## src/rtl/load_store_unit_if.sv

```systemverilog
// Data-port bus between the load/store unit and the unified word-addressed RAM.
// master : load/store unit (drives address, write data, enables; reads data)
// slave  : RAM (combinational read of the word at ram_addr, write on clock edge)
//   ram_addr  [ADDR_W-1:0]  word-aligned byte address
//   ram_wdata [31:0]        full word to write
//   ram_we                  write enable
//   ram_re                  read enable
//   ram_rdata [31:0]        word read from ram_addr
interface load_store_unit_if #(parameter int ADDR_W = 12);
  logic [ADDR_W-1:0] ram_addr;
  logic [31:0]       ram_wdata;
  logic              ram_we;
  logic              ram_re;
  logic [31:0]       ram_rdata;

  modport master (
    output ram_addr, ram_wdata, ram_we, ram_re,
    input  ram_rdata
  );

  modport slave (
    input  ram_addr, ram_wdata, ram_we, ram_re,
    output ram_rdata
  );
endinterface

```

## src/rtl/load_store_unit.sv

```systemverilog
// Load/store unit between the execute stage and the RAM data port.
// Accepts one memory op per instruction, does byte/halfword extraction with
// sign/zero extension, sub-word stores by read-modify-write, and rejects
// misaligned or out-of-range accesses. Holds the PC (stall) while busy.
// Ports:
//   clk, rst        clock; synchronous active-high reset
//   CUOp[5:0]       control-unit op (LB=10 LH=11 LW=12 LBU=13 LHU=14 SB=15 SH=16 SW=17)
//   addr[31:0]      effective byte address
//   store_data[31:0] rs2 value
//   ram             RAM data-port bus (master side)
//   load_data[31:0] extended load result, zero unless load_valid
//   load_valid      one-cycle load result strobe
//   mem_err         one-cycle misaligned/out-of-range pulse
//   stall           hold PC/writeback while high
//
// state | meaning
// IDLE  | waiting for a memory op; accepts and latches it
// READ  | read the containing word into word_q
// WRITE | write full word (SW) or merged word (SB/SH)
// DONE  | present load result or error; PC advances at end
module load_store_unit #(
  parameter int ADDR_W = 12
) (
  input  logic                clk,
  input  logic                rst,
  input  logic [5:0]          CUOp,
  input  logic [31:0]         addr,
  input  logic [31:0]         store_data,
  load_store_unit_if.master   ram,
  output logic [31:0]         load_data,
  output logic                load_valid,
  output logic                mem_err,
  output logic                stall
);

  localparam logic [5:0] OP_LB  = 6'd10;
  localparam logic [5:0] OP_LH  = 6'd11;
  localparam logic [5:0] OP_LW  = 6'd12;
  localparam logic [5:0] OP_LBU = 6'd13;
  localparam logic [5:0] OP_LHU = 6'd14;
  localparam logic [5:0] OP_SB  = 6'd15;
  localparam logic [5:0] OP_SH  = 6'd16;
  localparam logic [5:0] OP_SW  = 6'd17;

  typedef enum logic [1:0] {IDLE, READ, WRITE, DONE} state_t;

  state_t            state_q, state_d;
  logic [5:0]        op_q;
  logic [ADDR_W-1:0] addr_q;
  logic [31:0]       data_q;
  logic [31:0]       word_q;
  logic              err_q;

  logic        is_mem;
  logic        acc_err;
  logic        op_is_load;
  logic [7:0]  byte_sel;
  logic [15:0] half_sel;
  logic [31:0] ext_data;
  logic [31:0] merged;

  assign is_mem = (CUOp >= OP_LB) && (CUOp <= OP_SW);

  // Alignment and range check on the incoming address, evaluated at acceptance.
  always_comb begin
    acc_err = (addr[31:ADDR_W] != '0);
    if ((CUOp == OP_LH || CUOp == OP_LHU || CUOp == OP_SH) && addr[0])
      acc_err = 1'b1;
    if ((CUOp == OP_LW || CUOp == OP_SW) && (addr[1:0] != 2'b00))
      acc_err = 1'b1;
  end

  assign op_is_load = (op_q >= OP_LB) && (op_q <= OP_LHU);

  always_ff @(posedge clk) begin
    if (rst) begin
      state_q <= IDLE;
      op_q    <= '0;
      addr_q  <= '0;
      data_q  <= '0;
      word_q  <= '0;
      err_q   <= 1'b0;
    end else begin
      state_q <= state_d;
      if (state_q == IDLE && is_mem) begin
        op_q   <= CUOp;
        addr_q <= addr[ADDR_W-1:0];
        data_q <= store_data;
        err_q  <= acc_err;
      end
      if (state_q == READ)
        word_q <= ram.ram_rdata;
    end
  end

  always_comb begin
    state_d = state_q;
    unique case (state_q)
      IDLE: begin
        if (is_mem) begin
          if (acc_err)           state_d = DONE;
          else if (CUOp == OP_SW) state_d = WRITE;
          else                   state_d = READ;
        end
      end
      READ:    state_d = op_is_load ? DONE : WRITE;
      WRITE:   state_d = DONE;
      DONE:    state_d = IDLE;
      default: state_d = IDLE;
    endcase
  end

  // Lane extraction and merge both work on the captured word.
  always_comb begin
    byte_sel = 8'h00;
    unique case (addr_q[1:0])
      2'd0: byte_sel = word_q[7:0];
      2'd1: byte_sel = word_q[15:8];
      2'd2: byte_sel = word_q[23:16];
      2'd3: byte_sel = word_q[31:24];
      default: byte_sel = 8'h00;
    endcase
    half_sel = addr_q[1] ? word_q[31:16] : word_q[15:0];

    ext_data = word_q;
    unique case (op_q)
      OP_LB:   ext_data = {{24{byte_sel[7]}}, byte_sel};
      OP_LBU:  ext_data = {24'h0, byte_sel};
      OP_LH:   ext_data = {{16{half_sel[15]}}, half_sel};
      OP_LHU:  ext_data = {16'h0, half_sel};
      default: ext_data = word_q;
    endcase

    merged = word_q;
    if (op_q == OP_SW) begin
      merged = data_q;
    end else if (op_q == OP_SB) begin
      unique case (addr_q[1:0])
        2'd0: merged[7:0]   = data_q[7:0];
        2'd1: merged[15:8]  = data_q[7:0];
        2'd2: merged[23:16] = data_q[7:0];
        2'd3: merged[31:24] = data_q[7:0];
        default: merged = word_q;
      endcase
    end else if (op_q == OP_SH) begin
      if (addr_q[1]) merged[31:16] = data_q[15:0];
      else           merged[15:0]  = data_q[15:0];
    end
  end

  always_comb begin
    ram.ram_addr  = '0;
    ram.ram_wdata = '0;
    ram.ram_we    = 1'b0;
    ram.ram_re    = 1'b0;
    load_data     = '0;
    load_valid    = 1'b0;
    mem_err       = 1'b0;
    stall         = 1'b0;
    unique case (state_q)
      IDLE: stall = is_mem;
      READ: begin
        stall        = 1'b1;
        ram.ram_re   = 1'b1;
        ram.ram_addr = {addr_q[ADDR_W-1:2], 2'b00};
      end
      WRITE: begin
        stall         = 1'b1;
        ram.ram_we    = 1'b1;
        ram.ram_addr  = {addr_q[ADDR_W-1:2], 2'b00};
        ram.ram_wdata = merged;
      end
      DONE: begin
        mem_err = err_q;
        if (op_is_load && !err_q) begin
          load_valid = 1'b1;
          load_data  = ext_data;
        end
      end
      default: stall = 1'b0;
    endcase
  end

endmodule

```

## src/flat_wrapper.sv

```systemverilog
// flat-port wrapper written by rule: the top's interface ports become plain ports
module load_store_unit_flat 
#(
  parameter int ADDR_W = 12
)
  (clk, rst, CUOp, addr, store_data, load_data, load_valid, mem_err, stall, ram_ram_addr, ram_ram_wdata, ram_ram_we, ram_ram_re, ram_ram_rdata);
  load_store_unit_if #(.ADDR_W(ADDR_W)) ram_i ();
  input  logic clk;
  input  logic rst;
  input  logic [5:0] CUOp;
  input  logic [31:0] addr;
  input  logic [31:0] store_data;
  output logic [31:0] load_data;
  output logic load_valid;
  output logic mem_err;
  output logic stall;
  output wire logic [$bits(ram_i.ram_addr)-1:0] ram_ram_addr;
  output wire logic [$bits(ram_i.ram_wdata)-1:0] ram_ram_wdata;
  output wire logic [$bits(ram_i.ram_we)-1:0] ram_ram_we;
  output wire logic [$bits(ram_i.ram_re)-1:0] ram_ram_re;
  input wire logic [$bits(ram_i.ram_rdata)-1:0] ram_ram_rdata;
  assign ram_ram_addr = ram_i.ram_addr;
  assign ram_ram_wdata = ram_i.ram_wdata;
  assign ram_ram_we = ram_i.ram_we;
  assign ram_ram_re = ram_i.ram_re;
  assign ram_i.ram_rdata = ram_ram_rdata;
  load_store_unit #(.ADDR_W(ADDR_W)) u_core (.clk(clk), .rst(rst), .CUOp(CUOp), .addr(addr), .store_data(store_data), .ram(ram_i), .load_data(load_data), .load_valid(load_valid), .mem_err(mem_err), .stall(stall));
endmodule
```

## config.mk

```make
export PLATFORM = sky130hd
export DESIGN_NAME = load_store_unit_flat
export DESIGN_NICKNAME = d
export VERILOG_FILES = /design/src/rtl/load_store_unit_if.sv /design/src/rtl/load_store_unit.sv /design/src/flat_wrapper.sv
export SDC_FILE = /design/constraint.sdc
export NUM_CORES = 1
export LEC_CHECK = 0
export CORE_MARGIN = 4
export CORE_UTILIZATION = 45
export DETAILED_ROUTE_END_ITERATION = 16
export PLACE_DENSITY = 0.79
export SKIP_CTS_REPAIR_TIMING = 1
export SYNTH_ARGS = -nofsm -noshare
export SYNTH_HDL_FRONTEND = slang
export SYNTH_SLANG_ARGS = --single-unit
```

## constraint.sdc

```tcl
create_clock -name clk -period 2.9 [get_ports clk]
set_input_delay 0.58 -clock clk [delete_from_list [all_inputs] [get_ports clk]]
set_output_delay 0.58 -clock clk [all_outputs]
set_load 0.02 [all_outputs]
```

[Yosys cells after proc, flatten, opt, wreduce, memory -nomap -nowiden]
Cells that the tools add are included.
Storage, ports and cells
  flip-flop bits (word level): 85
  input port bits: 104
  output and inout bits: 81
  word-level logic and storage cells: 73
Operators by class
  $lt $le $gt $ge: 4
  eq/ne operators: 19
  multiplexer cells: 29
  reduce and logical (&&, ||, !) cells: 15
Operator list (number)
  32-bit 2-to-1 mux: 6
  32-bit case mux with 4 select lines: 1
  6-bit by 4-bit equality test with 1-bit output, second input constant: 8
  16-bit 2-to-1 mux: 3
  8-bit 2-to-1 mux: 4
  8-bit case mux with 4 select lines: 1
  6-bit by 5-bit equality test with 1-bit output, second input constant: 4
  20-bit nonzero test: 1
  6-bit by 4-bit >= comparator with 1-bit output, second input constant: 2
  12-bit 2-to-1 mux: 1
  2-bit equality test, second input constant: 4
  1-bit 2-to-1 mux: 8
  2-bit case mux with 4 select lines: 1
  6-bit by 4-bit less-or-equal comparator with 1-bit output, second input constant: 1
  6-bit by 5-bit less-or-equal comparator with 1-bit output, second input constant: 1
  1-bit logical AND: 6
  2-bit 2-to-1 mux: 3
  2-bit by 1-bit equality test with 1-bit output, second input constant: 2
  2-bit zero test: 2
  1-bit logical OR: 3
  2-bit by 1-bit inequality test with 1-bit output, second input constant: 1
  1-bit case mux with 2 select lines: 1
  2-bit nonzero test: 1
  2-bit OR reduction: 1
  1-bit zero test: 1

[Logic depth before layout (Yosys ltp)]
Gate-level depths: netlist of the first run.
  word-level depth: 9
  depth in mapped cells: 8

[Worst setup path after synthesis of the first run]
Ideal clock, no wire load.
  kind: reg2out
  start: register u_core.op_q[4]
  end: output port ram_ram_wdata[23]
  data arrival time: 1.939 ns
  required time: 2.320 ns
  slack: 0.381 ns
  stages on the path, launching flop included: 6
  buffers on the path: 1
  cells stage by stage: dfxtp_1 or4b_4 nor2_1 nand2_2 buf_6 a311oi_1
Between the ends
  longest elaborated chain between the ends: 5
  elaborated cells between the ends (all ways): 7
RTL lines
  from (decl): line load_store_unit.sv:48  | logic [5:0] op_q;
  from (signal assigned): line load_store_unit.sv:86  | op_q <= CUOp;
  6-bit by 5-bit equality test with 1-bit output: line load_store_unit.sv:145  | end else if (op_q == OP_SH) begin
  32-bit 2-to-1 mux: line load_store_unit.sv:145
  32-bit 2-to-1 mux: line load_store_unit.sv:137  | end else if (op_q == OP_SB) begin
  32-bit 2-to-1 mux *: line load_store_unit.sv:135  | if (op_q == OP_SW) begin
  32-bit 2-to-1 mux *: line load_store_unit.sv:160  | unique case (state_q)
  to (decl): line flat_wrapper.sv:18  | output wire logic [$bits(ram_i.ram_wdata)-1:0] ram_ram_wdata;
Mark *: on every way between the ends. The rest lies on a longest branch, timed or not.

[Worst setup path after layout of the first run]
  start: register u_core.op_q[4]
  end: output port load_data[0]
Between the ends
  longest elaborated chain between the ends: 5
  elaborated cells between the ends (all ways): 11
RTL lines
  6-bit by 4-bit >= comparator with 1-bit output / 6-bit by 4-bit less-or-equal comparator with 1-bit output (equally long branches): line load_store_unit.sv:73  | assign op_is_load = (op_q >= OP_LB) && (op_q <= OP_LHU);
  1-bit logical AND: line load_store_unit.sv:73
  1-bit logical AND: line load_store_unit.sv:175  | if (op_is_load && !err_q) begin
  32-bit 2-to-1 mux *: line load_store_unit.sv:175
  32-bit 2-to-1 mux *: line load_store_unit.sv:160
  to (decl): line flat_wrapper.sv:13  | output logic [31:0] load_data;
Marked as above.

==> impl_metrics.env, run 1 <==
export IMPL_fin_tns_setup_ns=0
export IMPL_dieArea_sq_mm=0.0130
export IMPL_initial_core_util_pct=46.2
export IMPL_gp_congestion=0.959
export IMPL_ys_ff_latch=85
export IMPL_fin_crit_ns=2.90
export IMPL_cts_num_sinks=85
export IMPL_viasPerCell=5.94
export IMPL_synth_area_top_cells="dfxtp_1 (34%), mux2i_1 (9.5%), nand2_1 (8.2%)"
export IMPL_start_kind="flop"
export IMPL_rows=38
export IMPL_netlist_instances=627
export IMPL_io_buffers=182
export IMPL_seq_area_frac_synth_pct=33.7
export IMPL_drc=0
export IMPL_drive_gt1_share_pct=18.4
export IMPL_synth_edf_count=0
export IMPL_clk_latency_ns=0.34
export IMPL_skew_ns=0.00826
export IMPL_whs_ns=0.454
export IMPL_ir_drop_mv=0.297
export IMPL_startpoint="u_core.op_q[4]$_SDFFE_PP0P_"
export IMPL_die_w_um=114
export IMPL_clockBufferDepth=2
export IMPL_fmax_ghz=0.345
export IMPL_grt_max_degree=54
export IMPL_totalPowerFinal_mw=4.23
export IMPL_setup_violations=0
export IMPL_gr_usage_met3_pct=4.19
export IMPL_fin_crit_sh_pct=99.9
export IMPL_drt_wl_total_mm=19.8
export IMPL_path_class="flop to output port"
export IMPL_h_tree_depth=3
export IMPL_final_antenna_net_count=0
export IMPL_grt_pass1_wl_mm=28.9
export IMPL_cts_root_buf="clkbuf_16"
export IMPL_cp_slowest_cell="or3b_4"
export IMPL_timing_critical_path_to="load_data[0]"
export IMPL_slew_headroom_pct=60.6
export IMPL_cts_tree="built"
export IMPL_synth_top_cell_area_share_pct=33.7
export IMPL_fin_cells=973
export IMPL_numCtsBuffers=9
export IMPL_synth_ff_type="dfxtp_1"
export IMPL_post_place_cells=950
export IMPL_rsz0062_at_grt="true"
export IMPL_cpPeakStageDelay_ns=0.41
export IMPL_status="finished clean"
export IMPL_yosysTopAreaCell="dfxtp_1"
export IMPL_io_pins=185
export IMPL_core_sq_mm=0.0109
export IMPL_register_area_sq_mm=0.00171
export IMPL_synth_area_sq_mm=0.00505
export IMPL_arrival_ns=2.32
export IMPL_grt_total_usage_pct=28.0
export IMPL_hold_viol=0
export IMPL_grt_overflow=0
export IMPL_drtIter0Drc=546
export IMPL_finalMaxSlewViolations=0
export IMPL_fin_util_pct=70.5
export IMPL_wl_per_cell_um=20.3
export IMPL_first_global_vias=5453
export IMPL_yosys_cell_types_count=56
export IMPL_top_usage_layer="met2"
export IMPL_power_density_mw_per_mm2=549
export IMPL_r2r_worst_path_cells=5
export IMPL_hold_path_class="flop to flop"
export IMPL_tightest_slew_ns=0.592
export IMPL_met1_usage_pct=36.4
export IMPL_antenna_found_initial=0
export IMPL_critPathMostFrequentCell="buf_4"
export IMPL_first_pass_iters=6
export IMPL_syn_area_per_cell_sq_um=8.06
export IMPL_r2r_start="u_core.state_q[1]$_SDFFE_PP0P_"
export IMPL_ys_warn_count=0
export IMPL_setup_worst_path_end_class="output port"
export IMPL_cp_required_ns=2.32
export IMPL_layout_nets=937
export IMPL_max_cap_violations=0
export IMPL_worst_r2r_setup_slack_ns=1.16
export IMPL_p_leak_nw=3.60
export IMPL_fillers=898
export IMPL_critPathMaxFanout=7
export IMPL_async_flop_share_pct=0
export IMPL_fp_dieH_um=114
export IMPL_multiInputGateArea_sq_mm=0.00318
export IMPL_cp_cell_sequence="or3b_4 > buf_4 > a21oi_4 > o21ai_4 > buf_4 > a222oi_1 > nor2_1 > buf_2"
export IMPL_vias=5778
export IMPL_met2_usage_pct=47.0
export IMPL_syn2layout_area_growth_pct=52.6
export IMPL_rr_endpoint="u_core.state_q[0]$_SDFFE_PP0P_"
export IMPL_clkTransAtPathRegs_ns=0.07
export IMPL_num_antenna_cells=0
export IMPL_dp_hpwl_mm=14.4
## power breakdown
group / leakage [nW] / switching [mW] / internal [mW]
combinational: 2.76 / 0.817 / 0.721
sequential: 0.693 / 0.211 / 1.32
clock: 0.150 / 0.529 / 0.632
total: 3.60 / 1.56 / 2.68
## cell usage after synthesis (all sizes together), types with 3 or more instances
library cell / instances
dfxtp: 85
nand2: 112
mux2i: 48
buf: 27
clkbuf: 20
mux4: 7
a21oi: 69
nand3: 16
and2: 12
o221ai: 16
a211oi: 4
a311oi: 3
inv: 10
nor2b: 3
o221a: 6
nor4: 6
o21ai: 23
nor2: 78
ha: 5
nor3: 4
o21a: 23
mux2: 12
a222oi: 7
## worst min path at each step
stage | start | to | slack [ns] | cells after the start
after floorplan | u_core.addr_q[10]$_SDFFE_PP0P_ | u_core.addr_q[10]$_SDFFE_PP0P_ | 0.43 | 2
after global placement | u_core.addr_q[9]$_SDFFE_PP0P_ | u_core.addr_q[9]$_SDFFE_PP0P_ | 0.44 | 2
after detailed placement | u_core.addr_q[2]$_SDFFE_PP0P_ | u_core.addr_q[2]$_SDFFE_PP0P_ | 0.45 | 2
after CTS | u_core.addr_q[2]$_SDFFE_PP0P_ | u_core.addr_q[2]$_SDFFE_PP0P_ | 0.46 | 2
after global routing | u_core.addr_q[2]$_SDFFE_PP0P_ | u_core.addr_q[2]$_SDFFE_PP0P_ | 0.48 | 2
final | u_core.addr_q[11]$_SDFFE_PP0P_ | u_core.addr_q[11]$_SDFFE_PP0P_ | 0.45 | 2
## cells in the final DEF, fill, tap and decap left out, types with 18 or more instances in the layout
cell and n:
a21oi_1 66, buf_4 49, clkdlybuf4s50_1 116, dfxtp_1 81
dlymetal6s2s_1 44, mux2i_1 48, nand2_1 111, nor2_1 74
o21a_1 22, o21ai_0 18
## sequential cells by signal (all words and copies together), names as in the netlist
name            cells
u_core.addr_q      12
u_core.data_q      32
u_core.err_q        1
u_core.op_q         6
u_core.state_q      2
u_core.word_q      32
## worst max-delay path, delay by kind of cell, from the launching register on
family	cells	cell delay, ns
and+or+nand+nor	2	0.52
AOI/OAI and AO/OA	3	0.64
DFF	1	0.33
buffers and inverters	3	0.50
## cell type report
cell class                      instances  area share, %
Inverter                               11          0.601
Tap cell                              140           2.27
Multi-Input combinational cell        486           41.3
Timing Repair Buffer                  235           29.7
Clock buffer                           10           3.10
Sequential cell                        85           22.2
Clock inverter                          6          0.844
## stage by stage
| step | cell area, sq um | worst slack, ns |
|---|---|---|
| 3_3_place_gp | 7220 | -0.108 |
| 2_1_floorplan | 5060 | 0.381 |
| 4_1_cts | 7530 | -0.466 |
| 3_5_place_dp | 7220 | -0.168 |
| 6_report | 7710 | 0.00307 |
| 5_1_grt | 7710 | -0.111 |
## cell families (layout without fill, tap and decap cells)
| group | after synthesis | in the layout | share of synthesized area (%) |
|---|---|---|---|
| and+or+nand+nor | 247 | 247 | 21.9 |
| DFF | 85 | 85 | 33.7 |
| buffers and inverters | 58 | 262 | 5.70 |
| adders and majority gates | 5 | 5 | 1.24 |
| xor gates and xnor gates | 2 | 2 | 0.347 |
| other | 1 | 2 | 0.0742 |
| muxes | 67 | 67 | 15.3 |
| AOI/OAI and AO/OA | 162 | 163 | 21.8 |
## metal layers
metal  up-vias  part of all wire [%]
met1      2722                    38
met4         0                   4.2
met2       347                    49
met3        73                   8.7
met5         -                     0
li1       2636                     -
(Power assumes the default switching activity.)
==> run 2: changes to the inputs <==
SETUP_SLACK_MARGIN = 0.15   (was not set)
==> impl_metrics.env, run 2 (synthesis gave the netlist of run 1 again) <==
export IMPL_drc=0
export IMPL_register_area_sq_mm=0.00171
export IMPL_dp_hpwl_mm=14.4
export IMPL_cp_cell_sequence="or4b_4 > nor3_4 > buf_6 > mux2i_1 > a21oi_2 > buf_2"
export IMPL_p_sw_share_pct=37.0
export IMPL_h_tree_depth=3
export IMPL_startpoint="u_core.op_q[2]$_SDFFE_PP0P_"
export IMPL_initial_core_util_pct=46.2
export IMPL_die_w_um=114
export IMPL_cpPeakStageDelay_ns=0.61
export IMPL_hold_path_class="flop to flop"
export IMPL_cts_num_sinks=85
export IMPL_intPower_mw=2.70
export IMPL_dieArea_sq_mm=0.0130
export IMPL_cts_tree="built"
export IMPL_io_buffers=182
export IMPL_gp_congestion=0.959
export IMPL_dp_slack_ns=-0.168
export IMPL_fin_area_sq_mm=0.00775
export IMPL_totalPowerFinal_mw=4.30
export IMPL_grt_pass1_wl_mm=28.9
export IMPL_ir_drop_mv=0.296
export IMPL_grt_overflow=0
export IMPL_final_antenna_net_count=0
export IMPL_p_leak_nw=3.24
export IMPL_fp_dieH_um=114
export IMPL_arrival_ns=2.28
export IMPL_whs_ns=0.453
export IMPL_syn2layout_area_growth_pct=53.5
export IMPL_cp_required_ns=2.32
export IMPL_layout_common_cells="clkdlybuf4s50_1 (116), nand2_1 (111), dfxtp_1 (79)"
export IMPL_hold_viol=0
export IMPL_worst_r2r_setup_slack_ns=1.09
export IMPL_final_common_cell="clkdlybuf4s50_1"
export IMPL_fillers=884
export IMPL_skew_ns=0.00584
export IMPL_r2r_start="u_core.state_q[0]$_SDFFE_PP0P_"
export IMPL_layout_nets=946
export IMPL_drt_wl_total_mm=20.0
export IMPL_path_delay_family="simple AND/OR/NAND/NOR gates"
export IMPL_cp_depth=6
export IMPL_start_kind="flop"
export IMPL_seq_power_share_pct=35.8
export IMPL_clockBufferDepth=2
export IMPL_numCtsBuffers=9
export IMPL_path_class="flop to output port"
export IMPL_setup_worst_path_end_class="output port"
export IMPL_place_area_sq_mm=0.00722
export IMPL_status="finished clean"
export IMPL_rsz0062_at_grt="true"
export IMPL_antenna_found_initial=0
export IMPL_crit_buf_inv=2
export IMPL_first_pass_iters=6
export IMPL_num_antenna_cells=0
export IMPL_fin_tns_setup_ns=0
export IMPL_fin_crit_sh_pct=98.7
export IMPL_core_sq_mm=0.0109
export IMPL_max_cap_violations=0
export IMPL_vias=5843
export IMPL_grt_total_usage_pct=28.0
export IMPL_finalMaxSlewViolations=0
export IMPL_clkTransAtPathRegs_ns=0.07
export IMPL_viasPerCell=5.95
export IMPL_fin_ws_ns=0.0368
export IMPL_cts_root_buf="clkbuf_16"
export IMPL_tightest_slew_ns=0.590
export IMPL_fin_crit_ns=2.86
export IMPL_pwr_share_clk_pct=27.2
export IMPL_timing_critical_path_to="ram_ram_wdata[27]"
export IMPL_power_density_mw_per_mm2=554
export IMPL_hold_depth=2
export IMPL_multiInputGateArea_sq_mm=0.00326
export IMPL_clk_latency_ns=0.34
export IMPL_cp_slowest_cell="or4b_4"
export IMPL_fmax_ghz=0.349
export IMPL_reg_top3="u_core.data_q x32, u_core.word_q x32, u_core.addr_q x12"
export IMPL_slew_headroom_pct=60.6
export IMPL_critPathMaxFanout=8
export IMPL_wl_per_cell_um=20.4
export IMPL_first_global_vias=5453
export IMPL_io_pins=185
export IMPL_rr_endpoint="u_core.op_q[3]$_SDFFE_PP0P_"
export IMPL_netSwitchingPower_mw=1.59
export IMPL_setup_violations=0
export IMPL_drive_gt1_share_pct=23.9
export IMPL_grt_max_degree=54
export IMPL_fin_util_pct=70.9
export IMPL_post_place_cells=950
export IMPL_fin_cells=982
export IMPL_r2r_worst_path_cells=6
export IMPL_drtIter0Drc=600
export IMPL_comb_power_share_pct=37.0
export IMPL_rows=38
-- run 2: worst min-delay path by stage --
stage	slack [ns]	end	start
after floorplan	0.43	u_core.addr_q[10]$_SDFFE_PP0P_	u_core.addr_q[10]$_SDFFE_PP0P_
after global placement	0.44	u_core.addr_q[9]$_SDFFE_PP0P_	u_core.addr_q[9]$_SDFFE_PP0P_
after detailed placement	0.45	u_core.addr_q[2]$_SDFFE_PP0P_	u_core.addr_q[2]$_SDFFE_PP0P_
after CTS	0.46	u_core.addr_q[2]$_SDFFE_PP0P_	u_core.addr_q[2]$_SDFFE_PP0P_
after global routing	0.48	u_core.addr_q[2]$_SDFFE_PP0P_	u_core.addr_q[2]$_SDFFE_PP0P_
final	0.45	u_core.addr_q[11]$_SDFFE_PP0P_	u_core.addr_q[11]$_SDFFE_PP0P_
-- run 2: worst register-to-register path, cell delays in order (launching register included) --
cell	delay, ns
dfxtp_1	0.36
inv_1	0.12
ha_2	0.20
and3_2	0.19
buf_4	0.45
nor2_1	0.15
a211oi_1	0.26
-- run 2: routing by layer --
metal | global-route usage [%] | routed length (um) | up-vias
li1 | - | - | 2653
met1 | 36.4 | 7720 | 2753
met2 | 47.0 | 9780 | 367
met3 | 4.19 | 1710 | 70
met4 | 10.9 | 837 | 0
met5 | 0 | 0 | -
-- run 2: area by class of cell --
class,count,share of cell area (%)
Inverter,11,0.613
Timing Repair Buffer,244,29.1
Multi-Input combinational cell,486,42.1
Clock buffer,10,3.08
Clock inverter,6,0.839
Tap cell,140,2.26
Sequential cell,85,22.1
-- run 2: power by group through the flow --
stage,clock (mW),sequential (mW),combinational (mW)
floorplan,0,1.46,0.925
global placement,0,1.54,1.48
detailed placement,0,1.54,1.51
CTS,1.17,1.52,1.52
global route,1.22,1.54,1.70
finish,1.17,1.54,1.59
==> run 3: changes to the inputs <==
CORE_UTILIZATION = 49   (was 45)
CTS_BUF_LIST = sky130_fd_sc_hd__clkbuf_8 sky130_fd_sc_hd__clkbuf_16   (was not set)
PLACE_DENSITY = 0.85   (was 0.79)
clock period = 3.34 ns   (was 2.9 ns; I/O delays follow)
==> impl_metrics.env, run 3 (synthesis gave the netlist of run 1 again) <==
export IMPL_clk_latency_ns=0.38
export IMPL_slew_headroom_pct=51.1
export IMPL_fillers=710
export IMPL_layout_common_cells="clkdlybuf4s50_1 (116), nand2_1 (111), dfxtp_1 (83)"
export IMPL_first_global_vias=5235
export IMPL_die_w_um=110
export IMPL_drt_wl_total_mm=19.1
export IMPL_first_pass_iters=6
export IMPL_critPathMaxFanout=9
export IMPL_intPower_mw=2.05
export IMPL_grt_overflow=0
export IMPL_hold_path_class="flop to flop"
export IMPL_cts_num_sinks=85
export IMPL_core_sq_mm=0.00991
export IMPL_drc=0
export IMPL_fmax_ghz=0.324
export IMPL_skew_ns=0.0188
export IMPL_io_pins=185
export IMPL_rsz0062_at_grt="false"
export IMPL_reg_top3="u_core.data_q x32, u_core.word_q x32, u_core.addr_q x12"
export IMPL_finalMaxSlewViolations=0
export IMPL_grt_total_usage_pct=29.9
export IMPL_tightest_slew_ns=0.733
export IMPL_fin_util_pct=75.2
export IMPL_post_place_cells=918
export IMPL_final_common_cell="clkdlybuf4s50_1"
export IMPL_initial_core_util_pct=51.0
export IMPL_viasPerCell=5.98
export IMPL_dieArea_sq_mm=0.0120
export IMPL_numCtsBuffers=9
export IMPL_max_cap_violations=0
export IMPL_setup_violations=0
export IMPL_comb_power_share_pct=37.6
export IMPL_drive_gt1_share_pct=12.7
export IMPL_final_antenna_net_count=0
export IMPL_worst_r2r_setup_slack_ns=1.57
export IMPL_fin_crit_sh_pct=92.4
export IMPL_pwr_share_clk_pct=22.1
export IMPL_io_buffers=182
export IMPL_rows=36
export IMPL_fin_crit_ns=3.08
export IMPL_h_tree_depth=3
export IMPL_dp_hpwl_mm=13.8
export IMPL_setup_worst_path_end_class="output port"
export IMPL_vias=5612
export IMPL_hold_viol=0
export IMPL_layout_nets=910
export IMPL_fp_dieH_um=110
export IMPL_wl_per_cell_um=20.3
export IMPL_clkTransAtPathRegs_ns=0.10
export IMPL_place_area_sq_mm=0.00701
export IMPL_num_antenna_cells=0
export IMPL_syn2layout_area_growth_pct=47.4
export IMPL_cts_root_buf="clkbuf_8"
export IMPL_gp_congestion=0.975
export IMPL_clockBufferDepth=2
export IMPL_fin_area_sq_mm=0.00745
export IMPL_status="finished clean"
export IMPL_antenna_found_initial=0
export IMPL_p_sw_share_pct=39.2
export IMPL_grt_max_degree=54
export IMPL_cts_tree="built"
export IMPL_fin_tns_setup_ns=0
export IMPL_path_class="flop to output port"
export IMPL_fin_cells=939
export IMPL_seq_power_share_pct=40.3
export IMPL_drtIter0Drc=519
export IMPL_grt_pass1_wl_mm=27.6
export IMPL_netSwitchingPower_mw=1.32
export IMPL_arrival_ns=2.42
export IMPL_cp_required_ns=2.67
export IMPL_start_kind="flop"
export IMPL_ir_drop_mv=0.310
export IMPL_p_leak_nw=3.70
export IMPL_power_density_mw_per_mm2=451
run 3: cell count changes in the layout (fill, tap and decap cells not counted), sizes merged:
| cell | before | now |
|---|---|---|
| buf | 99 | 27 |
| clkbuf | 21 | 12 |
| clkinv | 2 | 4 |
| clkinvlp | 1 | 0 |
| dlymetal6s2s | 18 | 62 |
run 3: routing by layer:
layer	up-vias	part of all wire [%]	wire length (um)	GRT usage [%]
met2	334	47	8910	48.8
li1	2584	-	-	-
met1	2638	39	7370	39.4
met3	56	10	1900	4.35
met4	0	4.6	873	12.6
met5	-	0	0	0
run 3: worst paths after layout:
check,depth (start not counted),from,to
setup / recovery,6,u_core.op_q[4]$_SDFFE_PP0P_,ram_ram_wdata[25]
hold / removal,2,u_core.addr_q[10]$_SDFFE_PP0P_,u_core.addr_q[10]$_SDFFE_PP0P_
setup reg to reg,6,u_core.state_q[0]$_SDFFE_PP0P_,u_core.err_q$_SDFFE_PP0P_
hold reg to reg,2,u_core.addr_q[10]$_SDFFE_PP0P_,u_core.addr_q[10]$_SDFFE_PP0P_
run 3: final cells by class:
| class | instances | area [sq um] | share of cell area (%) |
|---|---|---|---|
| clock buffers | 9 | 124 | 1.66 |
| clock inverters | 7 | 76.3 | 1.02 |
| inverters | 11 | 46.3 | 0.621 |
| multi-input cells | 486 | 3140 | 42.2 |
| flip-flops and latches | 85 | 1710 | 22.9 |
| well taps | 133 | 166 | 2.23 |
| repair buffers | 208 | 2190 | 29.4 |
run 3: power groups by stage:
stage,Combinational [mW],Clock (mW),Sequential (mW)
2_1_floorplan,0.803,0,1.27
3_3_place_gp,1.20,0,1.36
3_5_place_dp,1.23,0,1.36
4_1_cts,1.24,0.744,1.33
5_1_grt,1.36,0.786,1.36
6_report,1.26,0.743,1.35
run 3: metrics by stage:
step           power, mW  worst slack [ns]  hold WS (ns)
6_report            3.36             0.255         0.456
2_1_floorplan       2.07             0.733         0.432
3_3_place_gp        2.56             0.143         0.438
3_5_place_dp        2.59             0.120         0.447
5_1_grt             3.51             0.147         0.492
4_1_cts             3.32            -0.192         0.461
run 3: worst max-delay path, cell delays in order, from the launching register on:
cell and delay, ns:
dfxtp_1 0.43, or4b_4 0.54, nor2_2 0.16, nand2_2 0.16
and2_2 0.29, a21oi_1 0.20, dlymetal6s2s_1 0.26
